<file path="src/rtl/mrv1_wb_arb.sv">
// Write-back arbiter: per-FU one-entry holding slots feeding a single registered
// valid/ready write-back port through a round-robin pick.
module mrv1_wb_arb #(
  parameter int NUM_FU_P      = 4,
  parameter int DATA_WIDTH_P  = 32,
  parameter int ITAG_WIDTH_P  = 3,
  parameter int NUM_THREADS_P = 8,
  localparam int TID_WIDTH_LP    = $clog2(NUM_THREADS_P),
  localparam int FU_IDX_WIDTH_LP = $clog2(NUM_FU_P)
) (
  input  logic                                       clk_i,
  input  logic                                       rst_i,
  input  logic [NUM_FU_P-1:0]                        fu_done_i,
  input  logic [NUM_FU_P-1:0][DATA_WIDTH_P-1:0]      fu_res_data_i,
  input  logic [NUM_FU_P-1:0][ITAG_WIDTH_P-1:0]      fu_itag_i,
  input  logic [NUM_FU_P-1:0][TID_WIDTH_LP-1:0]      fu_tid_i,
  output logic [NUM_FU_P-1:0]                        fu_stall_o,
  output logic                                       wb_vld_o,
  input  logic                                       wb_rdy_i,
  output logic [DATA_WIDTH_P-1:0]                    wb_data_o,
  output logic [ITAG_WIDTH_P-1:0]                    wb_itag_o,
  output logic [TID_WIDTH_LP-1:0]                    wb_tid_o,
  output logic [FU_IDX_WIDTH_LP-1:0]                 wb_fu_o,
  output logic                                       err_o
);

  // Handshake: a transfer completes on any cycle with wb_vld_o & wb_rdy_i; while
  // wb_vld_o=1 and wb_rdy_i=0 every wb_* output holds its value.

  logic [NUM_FU_P-1:0]        hold_vld;
  logic [DATA_WIDTH_P-1:0]    hold_data [NUM_FU_P];
  logic [ITAG_WIDTH_P-1:0]    hold_itag [NUM_FU_P];
  logic [TID_WIDTH_LP-1:0]    hold_tid  [NUM_FU_P];

  logic [FU_IDX_WIDTH_LP-1:0] rr_ptr;
  logic [FU_IDX_WIDTH_LP-1:0] sel;
  logic                       found;
  logic                       out_adv;
  logic [NUM_FU_P-1:0]        gnt;
  logic [NUM_FU_P-1:0]        capture;
  logic [NUM_FU_P-1:0]        violation;
  int                         cand;

  assign out_adv = ~wb_vld_o | wb_rdy_i;

  // Round-robin search: candidate j is rr_ptr+1+j wrapped once, so any
  // NUM_FU_P (power of two or not) works without a modulo operator.
  always_comb begin
    found = 1'b0;
    sel   = '0;
    cand  = 0;
    for (int j = 0; j < NUM_FU_P; j++) begin
      cand = int'(rr_ptr) + 1 + j;
      if (cand >= NUM_FU_P) cand = cand - NUM_FU_P;
      for (int i = 0; i < NUM_FU_P; i++) begin
        if (!found && (cand == i) && hold_vld[i]) begin
          found = 1'b1;
          sel   = FU_IDX_WIDTH_LP'(i);
        end
      end
    end
  end

  always_comb begin
    gnt = '0;
    for (int i = 0; i < NUM_FU_P; i++) begin
      gnt[i] = out_adv & found & (sel == FU_IDX_WIDTH_LP'(i));
    end
  end

  // A slot being granted this cycle can take a new result at the same edge.
  assign fu_stall_o = hold_vld & ~gnt;
  assign capture    = fu_done_i & ~fu_stall_o;
  assign violation  = fu_done_i & fu_stall_o;

  always_ff @(posedge clk_i) begin
    if (rst_i) begin
      hold_vld <= '0;
    end else begin
      for (int i = 0; i < NUM_FU_P; i++) begin
        if (capture[i]) begin
          hold_vld[i] <= 1'b1;
        end else if (gnt[i]) begin
          hold_vld[i] <= 1'b0;
        end
      end
    end
  end

  always_ff @(posedge clk_i) begin
    for (int i = 0; i < NUM_FU_P; i++) begin
      if (capture[i]) begin
        hold_data[i] <= fu_res_data_i[i];
        hold_itag[i] <= fu_itag_i[i];
        hold_tid[i]  <= fu_tid_i[i];
      end
    end
  end

  always_ff @(posedge clk_i) begin
    if (rst_i) begin
      wb_vld_o  <= 1'b0;
      wb_data_o <= '0;
      wb_itag_o <= '0;
      wb_tid_o  <= '0;
      wb_fu_o   <= '0;
      rr_ptr    <= FU_IDX_WIDTH_LP'(NUM_FU_P - 1);
      err_o     <= 1'b0;
    end else begin
      if (out_adv) begin
        if (found) begin
          wb_vld_o  <= 1'b1;
          wb_data_o <= hold_data[sel];
          wb_itag_o <= hold_itag[sel];
          wb_tid_o  <= hold_tid[sel];
          wb_fu_o   <= sel;
          rr_ptr    <= sel;
        end else begin
          wb_vld_o  <= 1'b0;
        end
      end
      if (|violation) begin
        err_o <= 1'b1;
      end
    end
  end

  // A done pulse into a busy slot is dropped; flag it loudly in simulation.
  always @(posedge clk_i) begin
    if (!rst_i) begin
      assert (violation == '0)
        else $warning("mrv1_wb_arb: done pulse into busy slot dropped (fu mask %b)", violation);
    end
  end

endmodule
</file>
<file path="config.mk">
export PLATFORM = sky130hd
export DESIGN_NAME = mrv1_wb_arb
export DESIGN_NICKNAME = d
export VERILOG_FILES = /design/src/rtl/mrv1_wb_arb.sv
export SDC_FILE = /design/constraint.sdc
export NUM_CORES = 1
export LEC_CHECK = 0
export BUFFER_PORTS_ARGS = -buffer_cell sky130_fd_sc_hd__buf_2
export CAP_MARGIN = 5
export CORE_MARGIN = 2
export CORE_UTILIZATION = 42
export CTS_BUF_LIST = sky130_fd_sc_hd__clkbuf_8
export CTS_CLUSTER_SIZE = 30
export DETAILED_ROUTE_END_ITERATION = 8
export MAX_ROUTING_LAYER = met4
export PLACE_DENSITY = 0.66
export RECOVER_POWER = 25
export SYNTH_ARGS = -nofsm -noshare
export SYNTH_HDL_FRONTEND = slang
export SYNTH_SLANG_ARGS = --single-unit
</file>
<file path="constraint.sdc">
create_clock -name clk_i -period 4.75 [get_ports clk_i]
set_clock_uncertainty 0.1 [all_clocks]
set_input_delay 0.475 -clock clk_i [delete_from_list [all_inputs] [get_ports clk_i]]
set_output_delay 0.475 -clock clk_i [all_outputs]
set_load 0.01 [all_outputs]
</file>
==> results of run 1 <==
[flip-flops by register name, indices dropped and copies added, names as in the netlist]
signal / count
err_o: 1
hold_data: 128
hold_itag: 12
hold_tid: 12
hold_vld: 4
rr_ptr: 2
wb_data_o: 32
wb_fu_o: 2
wb_itag_o: 3
wb_tid_o: 3
wb_vld_o: 1
[worst register-to-register path: stages, from the launching register on]
cell                       delay (ns)
sky130_fd_sc_hd__dfxtp_1         0.59
sky130_fd_sc_hd__nand2b_1        0.20
sky130_fd_sc_hd__a311o_2         0.80
sky130_fd_sc_hd__nand2b_4        0.32
sky130_fd_sc_hd__o21ai_1         0.20
sky130_fd_sc_hd__and2_2          0.84
[cells in the final DEF (no fill, tap or decap), types with 2 or more instances in the layout]
cell | netlist | final
sky130_fd_sc_hd__clkbuf_1 | 12 | 2
sky130_fd_sc_hd__a211oi_1 | 11 | 11
sky130_fd_sc_hd__o31ai_1 | 10 | 10
sky130_fd_sc_hd__buf_4 | 3 | 4
sky130_fd_sc_hd__o21ai_4 | 0 | 2
sky130_fd_sc_hd__nand2b_1 | 5 | 5
sky130_fd_sc_hd__inv_6 | 0 | 2
sky130_fd_sc_hd__a211oi_2 | 28 | 28
sky130_fd_sc_hd__clkinv_4 | 0 | 2
sky130_fd_sc_hd__clkinv_8 | 0 | 3
sky130_fd_sc_hd__nand2_1 | 43 | 42
sky130_fd_sc_hd__edfxtp_1 | 152 | 152
sky130_fd_sc_hd__o22ai_1 | 38 | 38
sky130_fd_sc_hd__nor2_1 | 9 | 8
sky130_fd_sc_hd__buf_2 | 16 | 202
sky130_fd_sc_hd__o31ai_2 | 28 | 28
sky130_fd_sc_hd__inv_8 | 0 | 5
sky130_fd_sc_hd__inv_1 | 45 | 45
sky130_fd_sc_hd__nor2b_1 | 3 | 2
sky130_fd_sc_hd__o211ai_1 | 2 | 2
sky130_fd_sc_hd__clkbuf_8 | 0 | 17
sky130_fd_sc_hd__nor2b_4 | 1 | 2
sky130_fd_sc_hd__dfxtp_1 | 48 | 48
sky130_fd_sc_hd__o21ai_1 | 3 | 2
sky130_fd_sc_hd__a31oi_1 | 40 | 39
sky130_fd_sc_hd__a21oi_1 | 8 | 8
sky130_fd_sc_hd__and2_2 | 0 | 3
[power groups by stage]
stage / clock [mW] / sequential (mW) / combinational (mW)
floorplan: 0 / 2.17 / 0.386
global placement: 0 / 2.16 / 0.608
detailed placement: 0 / 2.17 / 0.624
CTS: 1.14 / 2.13 / 0.625
global route: 1.21 / 2.14 / 0.671
finish: 1.11 / 2.13 / 0.615
[metal layers]
metal | global-route usage | up-vias
met5 | - | -
met3 | 0.0407 | 25
met2 | 0.330 | 249
met1 | 0.259 | 2539
li1 | - | 2425
met4 | 0.0622 | 0
[how the worst min path moves through the flow]
stage | slack (ns) | from | endpoint
4_1_cts | 0.03 | fu_res_data_i[19] | hold_data[0][19]
3_5_place_dp | 0.34 | wb_data_o[16] | wb_data_o[16]
6_report | 0.07 | fu_res_data_i[108] | hold_data[3][12]
2_1_floorplan | 0.38 | wb_fu_o[1] | wb_fu_o[1]
5_1_grt | 0.03 | fu_res_data_i[20] | hold_data[0][20]
3_3_place_gp | 0.33 | wb_data_o[9] | wb_data_o[9]
[metrics by stage]
stage          total power, mW  instances  worst slack [ns]  cell area, um^2
2_1_floorplan             2.56        538              1.53             7810
3_3_place_gp              2.77        933              1.44             8940
3_5_place_dp              2.79        933              1.30             8940
4_1_cts                   3.89        965              1.18             9350
5_1_grt                   4.02        965             0.988             9350
6_report                  3.86        965              1.23             9350
[cell families after synthesis]
| logic type | Yosys count | share of synthesized area |
|---|---|---|
| flip-flops | 200 | 0.707 |
| AO/OA/AOI/OAI | 177 | 0.191 |
| buffers and inverters | 87 | 0.0564 |
| AND/OR/NAND/NOR | 74 | 0.0452 |
[final cells by class]
| class | instances | area, um^2 |
|---|---|---|
| multi-input cells | 251 | 1900 |
| repair buffers | 208 | 1050 |
| inverters | 45 | 169 |
| fillers | 1553 | 8740 |
| clock buffers | 17 | 234 |
| clock inverters | 15 | 183 |
| well taps | 229 | 287 |
| flip-flops and latches | 200 | 5530 |
==> flow_summary.toml, run 1 <==
[min_path]
hold_path_depth = 1
worstHoldPathType = "in -> reg"

[route]
routedLengthMet1_mm = 8.20
dr.pass1.iters = 5
drt-total-wl_mm = 19.2
met3RoutedLength_mm = 1.35
detail_route.drc_violations = 0
detail_route.iter0.violations = 355
vias = 5238
routed_wire_length_per_instance_um = 19.9
detailroute.wirelength.met2_mm = 9.31
vias_per_cell = 5.43
route.top_layer_used = "met4"
postRouteAntennaNets = 0

[critical_path]
endpoint = "fu_stall_o[2]"
regToRegSetupSlack_ns = 1.29
cp_num_buf_inv = 2
cp.depth = 6
worstPathMaxFanout = 39
r2r_start = "hold_vld[3]"
arrival_ns = 2.95
critical_path.startpoint = "hold_vld[1]"
critPathSlowestCell = "sky130_fd_sc_hd__a311o_2"
timing.reg2reg.worst_path_depth = 5
worst_path_top_cell_family_by_delay = "compound AO/OA/AOI/OAI gates"
worst-endpoint-required_ns = 4.18
crit_chain = "nor3b_1 > a311o_2 > nand2b_4 > o21ai_1 > inv_1 > buf_2"
timing.critical_path.slowest_cell_delay_ns = 0.90
setup.worst_path.end_class = "output pin"
cp-start-kind = "register"
criticalPathCategory = "reg -> out"
timing.rr.end = "hold_data[2][31]"

[final_layout]
num-nets-final = 882
antenna_cells_inserted = 0
layout.core_utilization = 0.517
post_route_cells_drive_above_1_share = 0.424
areaGrowthSynthToFinish_pct = 19.7

[logic_synthesis]
yosys.cell_types.count = 39
mappedNetlistArea_mm2 = 0.00781
yosys-top-cells-count = "sky130_fd_sc_hd__edfxtp_1 (152), sky130_fd_sc_hd__dfxtp_1 (48), sky130_fd_sc_hd__inv_1 (45)"
synth_area_leader_cell = "sky130_fd_sc_hd__edfxtp_1"
synthTopCellsByArea = "sky130_fd_sc_hd__edfxtp_1 (58%), sky130_fd_sc_hd__dfxtp_1 (12%), sky130_fd_sc_hd__a211oi_2 (4.5%), sky130_fd_sc_hd__o31ai_2 (4.5%), sky130_fd_sc_hd__a31oi_1 (3.2%)"
synth_edf_count = 152
ys_async_rst_share = 0
postSynthAreaPerCell_um2 = 14.5
postSynthNetCount = 697
synth_sequential_area_ratio = 0.707
ys_dominant_reg_cell = "sky130_fd_sc_hd__edfxtp_1"
ys_warn_count = 0
synthesis.instances = 538
top_count_cell_post_synth = "sky130_fd_sc_hd__edfxtp_1"
synth_top_area_frac = 0.584
synth_register_bits = 200

[timing]
period_minus_slack_ns = 3.52
fmax_mhz = 284
grt_setup_unrepaired = "false"
timing.slew.headroom = 0.232
slew_violations = 0
finalHoldViolCount = 0
final-setup-viol-count = 0
worstMarginPinSlew_ns = 1.15
final_min_period_over_clock_period = 0.742
setup-tns-final_ns = 0
timing.hold.ws_ns = 0.0666

[pwr]
p_int_mw = 2.73
power_switching_share = 0.293
static-leakage-power_nw = 3.67
power_switching_mw = 1.13
power_density_mw_per_mm2 = 412
power.sequential.fraction = 0.551
pwr-share-clk = 0.289
irDropWorstVdd_mv = 0.182
pwr-share-comb = 0.160

[cts]
holdBufCountCts = 0
cts_resized = 0
clock_insertion_delay_worst_skew_ns = 0.47
clk_pin_slew_worst_paths_ns = 0.11
cts_num_sinks = 200
tritoncts.num_buffers = 17
cts-root-buf = "sky130_fd_sc_hd__clkbuf_8"
post-cts-setup-buffer-count = 0
level_count_of_the_clock_h_tree = 4
tritoncts = "built"
clock_tree.buffer_depth = 2

[die]
rows = 49
die_h_um = 140
floorplan.die.width_um = 140
design.core.area_mm2 = 0.0181
io-pin-count = 205
initial_utilization = 0.432
fp.dieArea_mm2 = 0.0197

[placed_design]
port_buffers = 204
global_placer_s_final_weighted_congestion = 0.922
place_hpwl_mm = 13.0

[grt]
groute.usage.overall = 0.203
globalRouteOverflowTotal = 0
antenna_found_initial = 0
first_global_vias = 5438
grt_max_degree = 41
grt_first_pass_wirelength_mm = 29.3

[job]
maxCapViolCount = 0

[run_status]
status = "complete, no violations"
No activity file was read; power rests on OpenSTA's default activity.
==> run 2, diff against run 1 <==
- PLACE_DENSITY: 0.66 -> 0.68
- clock period: 4.75 -> 3.21 ns (I/O delays scaled with it)
==> run 2 against run 1 <==
Compared with the run above:
- die area unchanged
- clock power up 45%
- first-iteration DRC count down 4.8%
- setup slack worse by 0.69 ns
- count of clock-buffer cells in the layout up 1
- hold slack better by 0.021 ns
- critical path depth unchanged
- register-to-register slack worse by 0.69 ns
==> flow_summary.toml, run 2 (synthesis results as in run 1) <==
[run_status]
status = "complete, no violations"

[critical_path]
arrival_ns = 2.25
worstPathMaxFanout = 10
timing.critical_path.slowest_cell_delay_ns = 0.59
cp-start-kind = "register"
r2r_start = "rr_ptr[0]"
cp.depth = 6
cp_num_buf_inv = 2
criticalPathCategory = "reg -> out"
setup.worst_path.end_class = "output pin"
endpoint = "fu_stall_o[2]"
critPathSlowestCell = "sky130_fd_sc_hd__dfxtp_1"
worst-endpoint-required_ns = 2.79
crit_chain = "nand2b_1 > a311o_2 > nand2b_4 > o21ai_1 > inv_1 > buf_2"
timing.rr.end = "wb_data_o[18]"
worst_path_top_cell_family_by_delay = "compound AO/OA/AOI/OAI gates"
regToRegSetupSlack_ns = 0.60
critical_path.startpoint = "hold_vld[3]"
timing.reg2reg.worst_path_depth = 6

[pwr]
power_density_mw_per_mm2 = 532
irDropWorstVdd_mv = 0.357
static-leakage-power_nw = 4.37

[die]
io-pin-count = 205
rows = 49
initial_utilization = 0.432
design.core.area_mm2 = 0.0181
die_h_um = 140
floorplan.die.width_um = 140
fp.dieArea_mm2 = 0.0197

[route]
vias = 5957
postRouteAntennaNets = 0
vias_per_cell = 5.26
drt-total-wl_mm = 22.0
routed_wire_length_per_instance_um = 19.4
detail_route.drc_violations = 0
detail_route.iter0.violations = 338
dr.pass1.iters = 5

[placed_design]
port_buffers = 204
global_placer_s_final_weighted_congestion = 0.880
place_hpwl_mm = 13.5

[final_layout]
post_route_cells_drive_above_1_share = 0.351
layout_commonest_cell = "sky130_fd_sc_hd__buf_2"
largest_register_ff_count = 128
final_cell_mix = "sky130_fd_sc_hd__buf_2 (198), sky130_fd_sc_hd__dlygate4sd3_1 (156), sky130_fd_sc_hd__edfxtp_1 (152), sky130_fd_sc_hd__dfxtp_1 (48), sky130_fd_sc_hd__inv_1 (46)"
largestRegisters = "hold_data: 128 flops, wb_data_o: 32 flops"
max_flop_register = "hold_data"
layout.core_utilization = 0.609
areaGrowthSynthToFinish_pct = 40.9
fill_cells = 1367
num-nets-final = 1048

[timing]
finalHoldViolCount = 0
period_minus_slack_ns = 2.68
worstMarginPinSlew_ns = 0.755
timing.slew.headroom = 0.496
final_min_period_over_clock_period = 0.833
setup-tns-final_ns = 0
grt_setup_unrepaired = "false"
fmax_mhz = 374
final-setup-viol-count = 0
slew_violations = 0

[cts]
clock_insertion_delay_worst_skew_ns = 0.46
clk_pin_slew_worst_paths_ns = 0.10
clock_tree.buffer_depth = 2
cts_num_sinks = 200
tritoncts.num_buffers = 17
post-cts-setup-buffer-count = 0
cts-root-buf = "sky130_fd_sc_hd__clkbuf_8"
level_count_of_the_clock_h_tree = 4
tritoncts = "built"
cts_resized = 0

[grt]
grt_first_pass_wirelength_mm = 33.7
groute.usage.overall = 0.232
first_global_vias = 6359
grt_max_degree = 40
antenna_found_initial = 0
globalRouteOverflowTotal = 0

[job]
maxCapViolCount = 0

[min_path]
worstHoldPathType = "in -> reg"
==> run 2: cell type report <==
class | count | area (um^2) | area share
well taps | 229 | 287 | 0.0260
multi-input cells | 251 | 1900 | 0.172
clock buffers | 18 | 248 | 0.0225
clock inverters | 14 | 149 | 0.0135
diodes | 1 | 2.50 | 0.000227
flip-flops and latches | 200 | 5530 | 0.502
inverters | 45 | 169 | 0.0153
repair buffers | 374 | 2730 | 0.248
==> run 2: metrics by stage <==
stage / hold slack (ns) / setup slack, ns / area [um^2] / total power, mW / instances
2_1_floorplan: 0.320 / 0.429 / 7810 / 3.78 / 538
3_5_place_dp: 0.344 / 0.682 / 9050 / 4.15 / 943
6_report: 0.0881 / 0.535 / 11000 / 5.86 / 1132
3_3_place_gp: 0.339 / 0.722 / 9050 / 4.12 / 943
4_1_cts: 0.0512 / 0.516 / 11000 / 5.88 / 1131
5_1_grt: 0.0538 / 0.384 / 11000 / 6.10 / 1131
==> run 2: timing repair <==
action,CTS,global route
endpoints found under the setup margin,0,0
hold endpoints to repair,156,0
hold buffers,156,0
==> run 2: metal layers <==
layer | wire (um) | track usage | part of all wire | vias up
li1 | - | - | - | 2757
met1 | 8660 | 0.267 | 0.39 | 2885
met2 | 11100 | 0.397 | 0.51 | 280
met3 | 1660 | 0.0564 | 0.075 | 35
met4 | 495 | 0.0877 | 0.023 | 0
met5 | 0 | - | 0 | -
==> run 2: how the worst min path moves through the flow <==
stage	end	from	slack (ns)	cells after the start
floorplan	hold_data[0][0]	fu_res_data_i[0]	0.32	0
global route	hold_vld[1]	rst_i	0.05	2
finish	hold_vld[1]	rst_i	0.09	2
global placement	wb_data_o[11]	wb_data_o[11]	0.34	2
detailed placement	wb_itag_o[1]	wb_itag_o[1]	0.34	2
CTS	hold_vld[1]	rst_i	0.05	2
==> run 2: worst reg2reg max path: cells and delay by family, from the launching register on <==
kind | cells | cell delay (ns)
and+or+nand+nor | 2 | 0.49
AOI/OAI and AO/OA | 3 | 0.89
DFF | 1 | 0.52
buffers and inverters | 1 | 0.54
==> run 2: power by group <==
part / total [mW] / internal, mW / switching [mW]
Combinational: 1.11 / 0.482 / 0.624
Clock: 1.61 / 0.720 / 0.888
Sequential: 3.15 / 3.03 / 0.113
Total: 5.86 / 4.24 / 1.63
